--- src/rtl/snake_food_tracker_pkg.sv ---
// snake_pkg: board geometry, FSM encodings and LFSR constants shared by
// the snake food tracker, its status interface and its LFSR.
package snake_pkg;

  localparam int MAX_LEN   = 16;
  localparam int NUM_LEN   = 10;
  localparam int LEN_W     = 4;
  localparam int SCORE_W   = 8;
  localparam int WIDTH     = 32;
  localparam int HEIGHT    = 24;
  localparam int NUM_CELLS = WIDTH * HEIGHT;

  localparam logic [NUM_LEN-1:0] CELL_LIMIT = NUM_LEN'(NUM_CELLS);
  localparam logic [LEN_W-1:0]   INIT_LEN   = LEN_W'(4);
  localparam logic [LEN_W-1:0]   WIN_LEN    = LEN_W'(MAX_LEN - 1);
  localparam logic [NUM_LEN-1:0] FOOD_INIT  = NUM_LEN'(400);

  localparam int               LFSR_W     = 10;
  localparam int               LFSR_TAP_A = 9;
  localparam int               LFSR_TAP_B = 6;
  localparam logic [LFSR_W-1:0] LFSR_SEED = 10'h2A5;

  localparam logic [2:0] ST_IDLE   = 3'd0;
  localparam logic [2:0] ST_SCAN   = 3'd1;
  localparam logic [2:0] ST_EVAL   = 3'd2;
  localparam logic [2:0] ST_PLACE  = 3'd3;
  localparam logic [2:0] ST_VERIFY = 3'd4;

  function automatic logic [NUM_LEN-1:0] seg_at(
    input logic [MAX_LEN*NUM_LEN-1:0] v,
    input logic [LEN_W-1:0]           i
  );
    return v[int'(i)*NUM_LEN +: NUM_LEN];
  endfunction

endpackage

--- src/rtl/snake_food_tracker_if.sv ---
// snake_food_tracker_if: step request from the movement block (master)
// and length/food/score status returned by the tracker (slave).
interface snake_food_tracker_if;
  import snake_pkg::*;

  logic                       step;
  logic [MAX_LEN*NUM_LEN-1:0] pos_num;
  logic [LEN_W-1:0]           len;
  logic [NUM_LEN-1:0]         food_pos;
  logic                       food_valid;
  logic [SCORE_W-1:0]         score;
  logic                       self_hit;
  logic                       win;
  logic                       busy;

  modport master (
    output step, pos_num,
    input  len, food_pos, food_valid, score, self_hit, win, busy
  );

  modport slave (
    input  step, pos_num,
    output len, food_pos, food_valid, score, self_hit, win, busy
  );

endinterface

--- src/rtl/snake_lfsr.sv ---
// snake_lfsr: free-running 10-bit Fibonacci LFSR, x^10 + x^7 + 1.
// Steps on every clock regardless of what the tracker is doing.
module snake_lfsr
  import snake_pkg::*;
#(
  parameter logic [LFSR_W-1:0] SEED = LFSR_SEED
) (
  input  logic              clk,
  input  logic              rst_n,
  output logic [LFSR_W-1:0] state
);

  logic [LFSR_W-1:0] lfsr_q;
  logic [LFSR_W-1:0] lfsr_d;

  always_comb begin
    lfsr_d = {lfsr_q[LFSR_W-2:0], lfsr_q[LFSR_TAP_A] ^ lfsr_q[LFSR_TAP_B]};
  end

  always_ff @(posedge clk or negedge rst_n) begin
    if (!rst_n) lfsr_q <= SEED;
    else        lfsr_q <= lfsr_d;
  end

  assign state = lfsr_q;

endmodule

--- src/rtl/snake_food_tracker.sv ---
// snake_food_tracker: checks each moved head against body and food,
// grows/scores on eating and relocates food to a free random cell.
module snake_food_tracker
  import snake_pkg::*;
(
  input  logic                clk,
  input  logic                rst_n,
  snake_food_tracker_if.slave bus
);

  logic [2:0]         state_q, state_d;
  logic [LEN_W-1:0]   idx_q, idx_d;
  logic [LEN_W-1:0]   len_q, len_d;
  logic [NUM_LEN-1:0] head_q, head_d;
  logic [NUM_LEN-1:0] cand_q, cand_d;
  logic [NUM_LEN-1:0] food_q, food_d;
  logic [SCORE_W-1:0] score_q, score_d;
  logic               fv_q, fv_d;
  logic               hit_q, hit_d;
  logic               win_q, win_d;

  logic [LFSR_W-1:0]  rnd;
  logic [NUM_LEN-1:0] seg;
  logic [LEN_W-1:0]   len_inc;
  logic               st_idle, st_scan, st_eval, st_place, st_verify;

  snake_lfsr #(.SEED(LFSR_SEED)) u_lfsr (
    .clk   (clk),
    .rst_n (rst_n),
    .state (rnd)
  );

  assign seg       = seg_at(bus.pos_num, idx_q);
  assign len_inc   = len_q + LEN_W'(1);
  assign st_idle   = (state_q == ST_IDLE);
  assign st_scan   = (state_q == ST_SCAN);
  assign st_eval   = (state_q == ST_EVAL);
  assign st_place  = (state_q == ST_PLACE);
  assign st_verify = (state_q == ST_VERIFY);

  always_comb begin
    state_d = state_q;
    idx_d   = idx_q;
    len_d   = len_q;
    head_d  = head_q;
    cand_d  = cand_q;
    food_d  = food_q;
    score_d = score_q;
    fv_d    = fv_q;
    hit_d   = hit_q;
    win_d   = win_q;
    unique case (1'b1)
      st_idle: begin
        if (bus.step && !hit_q && !win_q) begin
          head_d  = seg_at(bus.pos_num, LEN_W'(0));
          idx_d   = LEN_W'(1);
          state_d = ST_SCAN;
        end
      end
      st_scan: begin
        if (idx_q == len_q) begin
          state_d = ST_EVAL;
        end else begin
          if (seg == head_q) hit_d = 1'b1;
          idx_d = idx_q + LEN_W'(1);
        end
      end
      st_eval: begin
        state_d = ST_IDLE;
        if (!hit_q && head_q == food_q) begin
          len_d = len_inc;
          fv_d  = 1'b0;
          if (score_q != '1) score_d = score_q + SCORE_W'(1);
          // Reaching the last free slot ends the game with no food left.
          if (len_inc == WIN_LEN) win_d = 1'b1;
          else                    state_d = ST_PLACE;
        end
      end
      st_place: begin
        if (rnd < CELL_LIMIT) begin
          cand_d  = rnd;
          idx_d   = '0;
          state_d = ST_VERIFY;
        end
      end
      st_verify: begin
        if (seg == cand_q) begin
          state_d = ST_PLACE;
        end else if (idx_q == len_q - LEN_W'(1)) begin
          food_d  = cand_q;
          fv_d    = 1'b1;
          state_d = ST_IDLE;
        end else begin
          idx_d = idx_q + LEN_W'(1);
        end
      end
      default: state_d = ST_IDLE;
    endcase
  end

  always_ff @(posedge clk or negedge rst_n) begin
    if (!rst_n) begin
      state_q <= ST_IDLE;
      idx_q   <= '0;
      len_q   <= INIT_LEN;
      head_q  <= '0;
      cand_q  <= '0;
      food_q  <= FOOD_INIT;
      score_q <= '0;
      fv_q    <= 1'b1;
      hit_q   <= 1'b0;
      win_q   <= 1'b0;
    end else begin
      state_q <= state_d;
      idx_q   <= idx_d;
      len_q   <= len_d;
      head_q  <= head_d;
      cand_q  <= cand_d;
      food_q  <= food_d;
      score_q <= score_d;
      fv_q    <= fv_d;
      hit_q   <= hit_d;
      win_q   <= win_d;
    end
  end

  assign bus.len        = len_q;
  assign bus.food_pos   = food_q;
  assign bus.food_valid = fv_q;
  assign bus.score      = score_q;
  assign bus.self_hit   = hit_q;
  assign bus.win        = win_q;
  assign bus.busy       = !st_idle;

endmodule

--- src/flat_wrapper.sv ---
// flat-port wrapper written by rule: the top's interface ports become plain ports
module snake_food_tracker_flat import snake_pkg::*;
  (clk, rst_n, bus_step, bus_pos_num, bus_len, bus_food_pos, bus_food_valid, bus_score, bus_self_hit, bus_win, bus_busy);
  snake_food_tracker_if bus_i ();
  input  logic clk;
  input  logic rst_n;
  input wire logic [$bits(bus_i.step)-1:0] bus_step;
  input wire logic [$bits(bus_i.pos_num)-1:0] bus_pos_num;
  output wire logic [$bits(bus_i.len)-1:0] bus_len;
  output wire logic [$bits(bus_i.food_pos)-1:0] bus_food_pos;
  output wire logic [$bits(bus_i.food_valid)-1:0] bus_food_valid;
  output wire logic [$bits(bus_i.score)-1:0] bus_score;
  output wire logic [$bits(bus_i.self_hit)-1:0] bus_self_hit;
  output wire logic [$bits(bus_i.win)-1:0] bus_win;
  output wire logic [$bits(bus_i.busy)-1:0] bus_busy;
  assign bus_i.step = bus_step;
  assign bus_i.pos_num = bus_pos_num;
  assign bus_len = bus_i.len;
  assign bus_food_pos = bus_i.food_pos;
  assign bus_food_valid = bus_i.food_valid;
  assign bus_score = bus_i.score;
  assign bus_self_hit = bus_i.self_hit;
  assign bus_win = bus_i.win;
  assign bus_busy = bus_i.busy;
  snake_food_tracker u_core (.clk(clk), .rst_n(rst_n), .bus(bus_i));
endmodule
--- config.mk ---
export PLATFORM = sky130hd
export DESIGN_NAME = snake_food_tracker_flat
export DESIGN_NICKNAME = d
export VERILOG_FILES = /design/src/rtl/snake_food_tracker_pkg.sv /design/src/rtl/snake_food_tracker_if.sv /design/src/rtl/snake_lfsr.sv /design/src/rtl/snake_food_tracker.sv /design/src/flat_wrapper.sv
export SDC_FILE = /design/constraint.sdc
export NUM_CORES = 1
export LEC_CHECK = 0
export BUFFER_PORTS_ARGS = -buffer_cell sky130_fd_sc_hd__buf_2
export CORE_ASPECT_RATIO = 0.6
export CORE_MARGIN = 10
export CORE_UTILIZATION = 25
export DETAILED_ROUTE_END_ITERATION = 8
export HOLD_SLACK_MARGIN = 0.02
export SETUP_SLACK_MARGIN = 0.02
export SLEW_MARGIN = 20
export SYNTH_ARGS = -nofsm -noshare
export SYNTH_HDL_FRONTEND = slang
export SYNTH_SLANG_ARGS = --single-unit
export TNS_END_PERCENT = 1
--- constraint.sdc ---
create_clock -name clk -period 4.02 [get_ports clk]
set_input_delay 0.201 -clock clk [delete_from_list [all_inputs] [get_ports clk]]
set_output_delay 0.201 -clock clk [all_outputs]
set_load 0.005 [all_outputs]
==> impl_metrics.py, run 1 <==
metrics = {
    "cts": {
        "cts_buffer_depth": 2,
        "cts_buffers": 9,
        "ctsResizeCount": 0,
        "htreeDepth": 3,
        "cts_setup_buffers": 0,
        "ctsRootBufferMaster": "clkbuf_16",
        "cts_tree": "yes",
        "cts_hold_buf": 1,
        "clk-insertion-delay-late_ns": 0.33,
        "cts.clk_slew.worst_paths_ns": 0.06,
        "clock-sinks": 62,
    },
    "logic_synthesis": {
        "syn_inst": 389,
        "yosysSeqAreaShare": 0.348,
        "synth-simple-area-share": 0.114,
        "synthXorXnorAreaFrac": 0.0916,
        "yosys_warnings": 0,
        "syn_nets": 557,
        "synth_adder_area_share": 0.0139,
        "synth_top_family_by_area": "multiplexers",
        "synth_mux_area_frac": 0.309,
        "synth_top_area_share": 0.290,
        "synth-compound-area-share": 0.0866,
        "synth.avg_cell_area_sq_um": 11.5,
        "yosys.cell_types.count": 55,
        "yosysMostFrequentCell": "dfrtp_1",
        "synth_top_cell_by_area": "dfrtp_1",
        "synth_edf_count": 0,
        "ys_top_cells_by_count": "dfrtp_1, mux2_2, mux4_2",
        "synth-seq-cells": 62,
        "ys.flop_type": "dfrtp_1",
        "synthArstFlopShare": 1.00,
        "synth.area.top_cells": "dfrtp_1, mux4_2, mux2_2",
        "synth_area_sq_um": 4490,
    },
    "timing": {
        "final.setup_skew_ns": 0.00554,
        "hold_ws_ns": 0.119,
        "tns_ns": 0,
        "final_hold_viol_count": 0,
        "timing.fmax_ghz": 0.280,
        "worst_slew_pin_slew_ns": 0.653,
        "slew_viol_final": 0,
        "finalCriticalPeriod_ns": 3.57,
        "fin_crit_sh": 0.887,
        "max_slew_margin": 0.565,
        "grt_setup_unrepaired": "no",
        "setup_viol": 0,
    },
    "global_routing": {
        "grt_use_total": 0.127,
        "globalRouteOverflowTotal": 0,
        "grt.met1_usage": 0.164,
        "busiest_layer": "met2",
        "grt_pass1_wl_um": 23700,
        "antenna_found_initial": 1,
        "grt_util_met3": 0.0614,
        "met2_usage": 0.192,
        "grt_max_degree": 39,
        "grt_pass1_vias": 4181,
    },
    "worst_setup_path": {
        "worst_setup_path_start_kind": "flip-flop",
        "crit_arrival_ns": 3.72,
        "cp.required_ns": 4.18,
        "cp-end-kind": "flip-flop",
        "worstPathMaxFanout": 21,
        "critPathKind": "flip-flop to flip-flop",
    },
    "floorplan": {
        "die_w_um": 193,
        "die_h_um": 124,
        "fp.coreArea_sq_um": 17400,
        "start_util": 0.259,
        "dieArea_sq_um": 23900,
        "rows": 37,
        "top_level_ports": 189,
    },
    "final_layout": {
        "nNetsFinal": 751,
        "drive_above_1_share": 0.517,
        "areaGrowthSynthToFinish_pct": 34.6,
    },
    "place": {
        "hpwlAfterDp_um": 13500,
        "numPortBuffers": 188,
        "gp_congestion": 0.829,
    },
    "worst_hold_path": {
        "min_path_type": "input port to flip-flop",
    },
    "job": {
        "cap_violations": 0,
    },
    "detailed_routing": {
        "drc": 0,
        "drtAntennaViolNets": 0,
        "wl_per_cell_um": 19.2,
        "drtIter0Drc": 248,
        "routed_wl_um": 15800,
        "dr_total_vias": 3924,
        "firstDrtPassIters": 4,
        "viasPerCell": 4.77,
    },
    "run_status": {
        "run_status": "completed",
    },
    "pwr": {
        "p_leak_nw": 2.88,
        "max-vdd-ir-drop_v": 0.000216,
        "power_density_nw_per_um2": 526,
    },
}
==> worst paths after layout <==
kind	start	to	depth (start not counted)	slack (ns)
worst min register to register	u_core.u_lfsr.state[4]	u_core.u_lfsr.state[5]	0	0.38
worst max-delay path	u_core.idx_q[0]	u_core.idx_q[0]	9	0.45
worst max register to register	u_core.idx_q[0]	u_core.idx_q[0]	9	0.45
min in group asynchronous	rst_n	u_core.bus.len[3]	2	0.44
max in group asynchronous	rst_n	u_core.bus.food_pos[4]	3	2.66
worst min-delay path	bus_pos_num[0]	u_core.head_q[0]	2	0.12
==> cell usage in the layout (no fill, tap or decap), drive strengths merged, types with 3 or more instances in the layout <==
cell,n
mux2,41
nor2,17
nand2,23
a21oi,4
ha,5
clkbuf,9
o21a,3
o21ai,9
a22oi,7
inv,12
a22o,4
and3,3
dfrtp,52
nor2b,5
xor2,20
nand2b,4
nor4,10
mux4,28
buf,203
nand3,8
nor3,4
nor3b,3
o22a,3
clkinv,3
mux2i,26
nand4,9
a31oi,3
xnor2,27
dfstp,10
==> where the power goes <==
| part | internal, mW | switching [mW] | total (mW) | leakage [nW] |
|---|---|---|---|---|
| combinational | 0.772 | 0.696 | 1.47 | 1.94 |
| clock | 0.488 | 0.307 | 0.795 | 0.148 |
| sequential | 0.722 | 0.194 | 0.916 | 0.795 |
==> logic make-up after synthesis <==
logic type                 Yosys count
and+or+nand+nor                     95
xor gates and xnor gates            47
muxes                               95
DFF                                 62
buffers and inverters               31
AOI/OAI and AO/OA                   54
adders and majority gates            5
==> worst max-delay path: stages (launching register included) <==
cell and delay (ns):
dfrtp_4 0.64, buf_4 0.25, mux4_2 0.51, mux2i_1 0.14, mux2_2 0.21, xor2_1 0.26, nand4_1 0.18, nor4_4 0.60
nor2_1 0.10, o311ai_0 0.49
==> routing by layer <==
layer	vias to the layer above	wire length (um)
met2	163	7140
met4	0	108
met1	1879	6920
met5	-	0
li1	1871	-
met3	11	1670
==> sequential cells by signal, indices dropped and copies added, names as in the netlist <==
signal	flops
u_core.state_q	3
u_core.bus.len	4
u_core.head_q	10
u_core.idx_q	4
u_core.bus.food_pos	10
u_core.bus.score	8
u_core.cand_q	10
u_core.bus.food_valid	1
u_core.bus.win	1
u_core.bus.self_hit	1
u_core.u_lfsr.state	10
==> cell type report <==
cell class                 count  area, sq um
fill                        1789        11300
multi-input combinational    296         2760
sequential                    62         1570
timing repair buffer         204         1080
tap                          234          293
clock buffer                   9          225
clock inverter                 7         80.1
inverter                      10         37.5
antenna                        1         2.50
==> metrics by stage <==
step,power [mW],instance area (sq um),utilization,instances,setup WS (ns)
5_1_grt,3.40,6040,0.348,822,0.223
3_5_place_dp,2.39,5730,0.330,805,0.490
2_1_floorplan,1.98,4490,-,389,1.12
4_1_cts,3.20,6040,0.348,822,0.477
3_3_place_gp,2.38,5730,0.330,805,0.542
6_report,3.18,6040,0.348,823,0.452
No activity file was read; power rests on OpenSTA's default activity.
==> run 2, diff against run 1 <==
--- a/config.mk
+++ b/config.mk
@@ -6,11 +6,14 @@
 export NUM_CORES = 1
 export LEC_CHECK = 0
 export BUFFER_PORTS_ARGS = -buffer_cell sky130_fd_sc_hd__buf_2
+export CELL_PAD_IN_SITES_DETAIL_PLACEMENT = 0
+export CELL_PAD_IN_SITES_GLOBAL_PLACEMENT = 2
 export CORE_ASPECT_RATIO = 0.6
 export CORE_MARGIN = 10
 export CORE_UTILIZATION = 25
 export DETAILED_ROUTE_END_ITERATION = 8
 export HOLD_SLACK_MARGIN = 0.02
+export PLACE_DENSITY_LB_ADDON = 0.1
 export SETUP_SLACK_MARGIN = 0.02
 export SLEW_MARGIN = 20
 export SYNTH_ARGS = -nofsm -noshare
==> run 2 against run 1 <==
  * Via count is 0.31% lower
  * Worst hold slack about the same
  * Clock skew grew 0.0019 ns
  * Global-route usage increased by 1.4 points
  * Cell count fell by 0.49%
  * Maximum frequency up 3.3%
  * Power down 1.3%
  * Flip-flop and latch count is the same
  * Highest routed layer is now met5
  * First-iteration DRC count fell by 35%
  * Clock power decreased by 8.1%
  * Setup slack better by 0.11 ns
==> impl_metrics.py, run 2 (synthesis results as in run 1) <==
metrics = {
    "final_layout": {
        "final_cell_area_sq_um": 6000,
        "areaGrowthSynthToFinish_pct": 33.6,
        "final_cell_mix": "buf_2, dfrtp_1, mux2_2",
        "final_common_cell": "buf_2",
        "nNetsFinal": 747,
        "drive_above_1_share": 0.514,
        "fill_cells": 1800,
    },
    "worst_setup_path": {
        "cp-end-kind": "flip-flop",
        "cp.required_ns": 4.23,
        "crit_arrival_ns": 3.66,
        "worst_setup_path_start_kind": "flip-flop",
        "worstPathMaxFanout": 42,
        "critPathKind": "flip-flop to flip-flop",
    },
    "cts": {
        "cts_setup_buffers": 0,
        "clock-sinks": 62,
        "htreeDepth": 3,
        "ctsRootBufferMaster": "clkbuf_16",
        "cts_buffers": 9,
        "clk-insertion-delay-late_ns": 0.33,
        "cts_tree": "yes",
        "cts.clk_slew.worst_paths_ns": 0.06,
        "cts_buffer_depth": 2,
    },
    "global_routing": {
        "grt_util_met3": 0.0578,
        "antenna_found_initial": 3,
        "globalRouteOverflowTotal": 0,
        "busiest_layer": "met2",
        "grt.met1_usage": 0.195,
        "met2_usage": 0.205,
        "grt_pass1_wl_um": 25800,
        "grt_max_degree": 43,
        "grt_use_total": 0.141,
        "grt_pass1_vias": 4281,
    },
    "timing": {
        "final.setup_skew_ns": 0.00742,
        "timing.fmax_ghz": 0.290,
        "final_hold_viol_count": 0,
        "slew_viol_final": 0,
        "worst_slew_pin_slew_ns": 0.884,
        "tns_ns": 0,
        "fin_crit_sh": 0.859,
        "max_slew_margin": 0.405,
        "grt_setup_unrepaired": "no",
        "finalCriticalPeriod_ns": 3.45,
        "setup_viol": 0,
    },
    "floorplan": {
        "die_w_um": 193,
        "start_util": 0.259,
        "dieArea_sq_um": 23900,
        "rows": 37,
        "die_h_um": 124,
        "top_level_ports": 189,
        "fp.coreArea_sq_um": 17400,
    },
    "detailed_routing": {
        "dr_total_vias": 3912,
        "drtAntennaViolNets": 0,
        "drc": 0,
        "viasPerCell": 4.78,
        "routed_wl_um": 17300,
        "firstDrtPassIters": 4,
        "drtIter0Drc": 160,
        "wl_per_cell_um": 21.1,
    },
    "place": {
        "gp_congestion": 0.816,
        "hpwlAfterDp_um": 14800,
        "numPortBuffers": 188,
        "placed_area_sq_um": 5710,
    },
    "run_status": {
        "run_status": "completed",
    },
    "pwr": {
        "power_density_nw_per_um2": 523,
        "p_leak_nw": 2.85,
        "max-vdd-ir-drop_v": 0.000200,
    },
    "job": {
        "cap_violations": 0,
    },
    "worst_hold_path": {
        "min_path_type": "input port to flip-flop",
    },
}
==> run 2: cell types whose count changed in the layout (fill, tap and decap cells not counted) <==
cell / before / now
bufinv_16: 1 / 0
buf_12: 1 / 2
clkinv_4: 1 / 2
buf_4: 14 / 9
inv_8: 1 / 0
inv_6: 2 / 3
==> run 2: final cells by class <==
class	instances	area, sq um	area share
clock buffers	9	225	0.0375
inverters	10	37.5	0.00625
diodes	1	2.50	0.000417
flip-flops and latches	62	1570	0.261
clock inverters	7	56.3	0.00938
repair buffers	200	1060	0.176
well taps	234	293	0.0488
multi-input cells	296	2760	0.460
==> run 2: power breakdown <==
group          internal [mW]  leakage, nW  switching (mW)
Sequential             0.722        0.795           0.181
Combinational          0.763         1.92           0.741
Clock                  0.424        0.137           0.306
Total                   1.91         2.85            1.23
==> run 2: final timing paths <==
kind / cells past startpoint / start / endpoint / slack, ns
setup / recovery: 10 / u_core.idx_q[0] / u_core.bus.food_pos[9] / 0.57
hold / removal: 2 / bus_pos_num[8] / u_core.head_q[8] / 0.12
setup reg to reg: 10 / u_core.idx_q[0] / u_core.bus.food_pos[9] / 0.57
hold reg to reg: 0 / u_core.u_lfsr.state[4] / u_core.u_lfsr.state[5] / 0.37
max in group asynchronous: 3 / rst_n / u_core.u_lfsr.state[9] / 2.60
min in group asynchronous: 2 / rst_n / u_core.bus.score[1] / 0.48
==> run 2: worst max-delay path: stages, from the launching register on <==
cell,delay [ns]
dfrtp_4,0.53
buf_12,0.30
mux4_2,0.58
and4_1,0.21
a2111oi_0,0.46
nand3_1,0.13
nand4_1,0.18
nor4_4,0.11
nor3b_2,0.17
buf_4,0.25
mux2_2,0.36
==> run 2: layer usage <==
metal | wire length (um) | up-vias
met4 | 65 | 4
met3 | 1330 | 8
li1 | - | 1866
met5 | 34 | -
met1 | 8310 | 1916
met2 | 7560 | 118
==> run 2: metrics by stage <==
step | power [mW] | cells | util | setup slack, ns | hold slack (ns)
6_report | 3.14 | 819 | 0.346 | 0.567 | 0.118
5_1_grt | 3.34 | 818 | 0.346 | 0.314 | 0.122
4_1_cts | 3.17 | 818 | 0.346 | 0.554 | 0.111
3_5_place_dp | 2.42 | 801 | 0.329 | 0.563 | 0.327
3_3_place_gp | 2.42 | 801 | 0.329 | 0.614 | 0.329
2_1_floorplan | 1.98 | 389 | - | 1.12 | -0.0946
==> run 2: timing repair <==
item / 4_1_cts / 5_1_grt
hold buffers: 1 / 0
setup endpoints to repair: 0 / 0
gates resized for setup: 0 / 0
endpoints found under the hold margin: 30 / 0
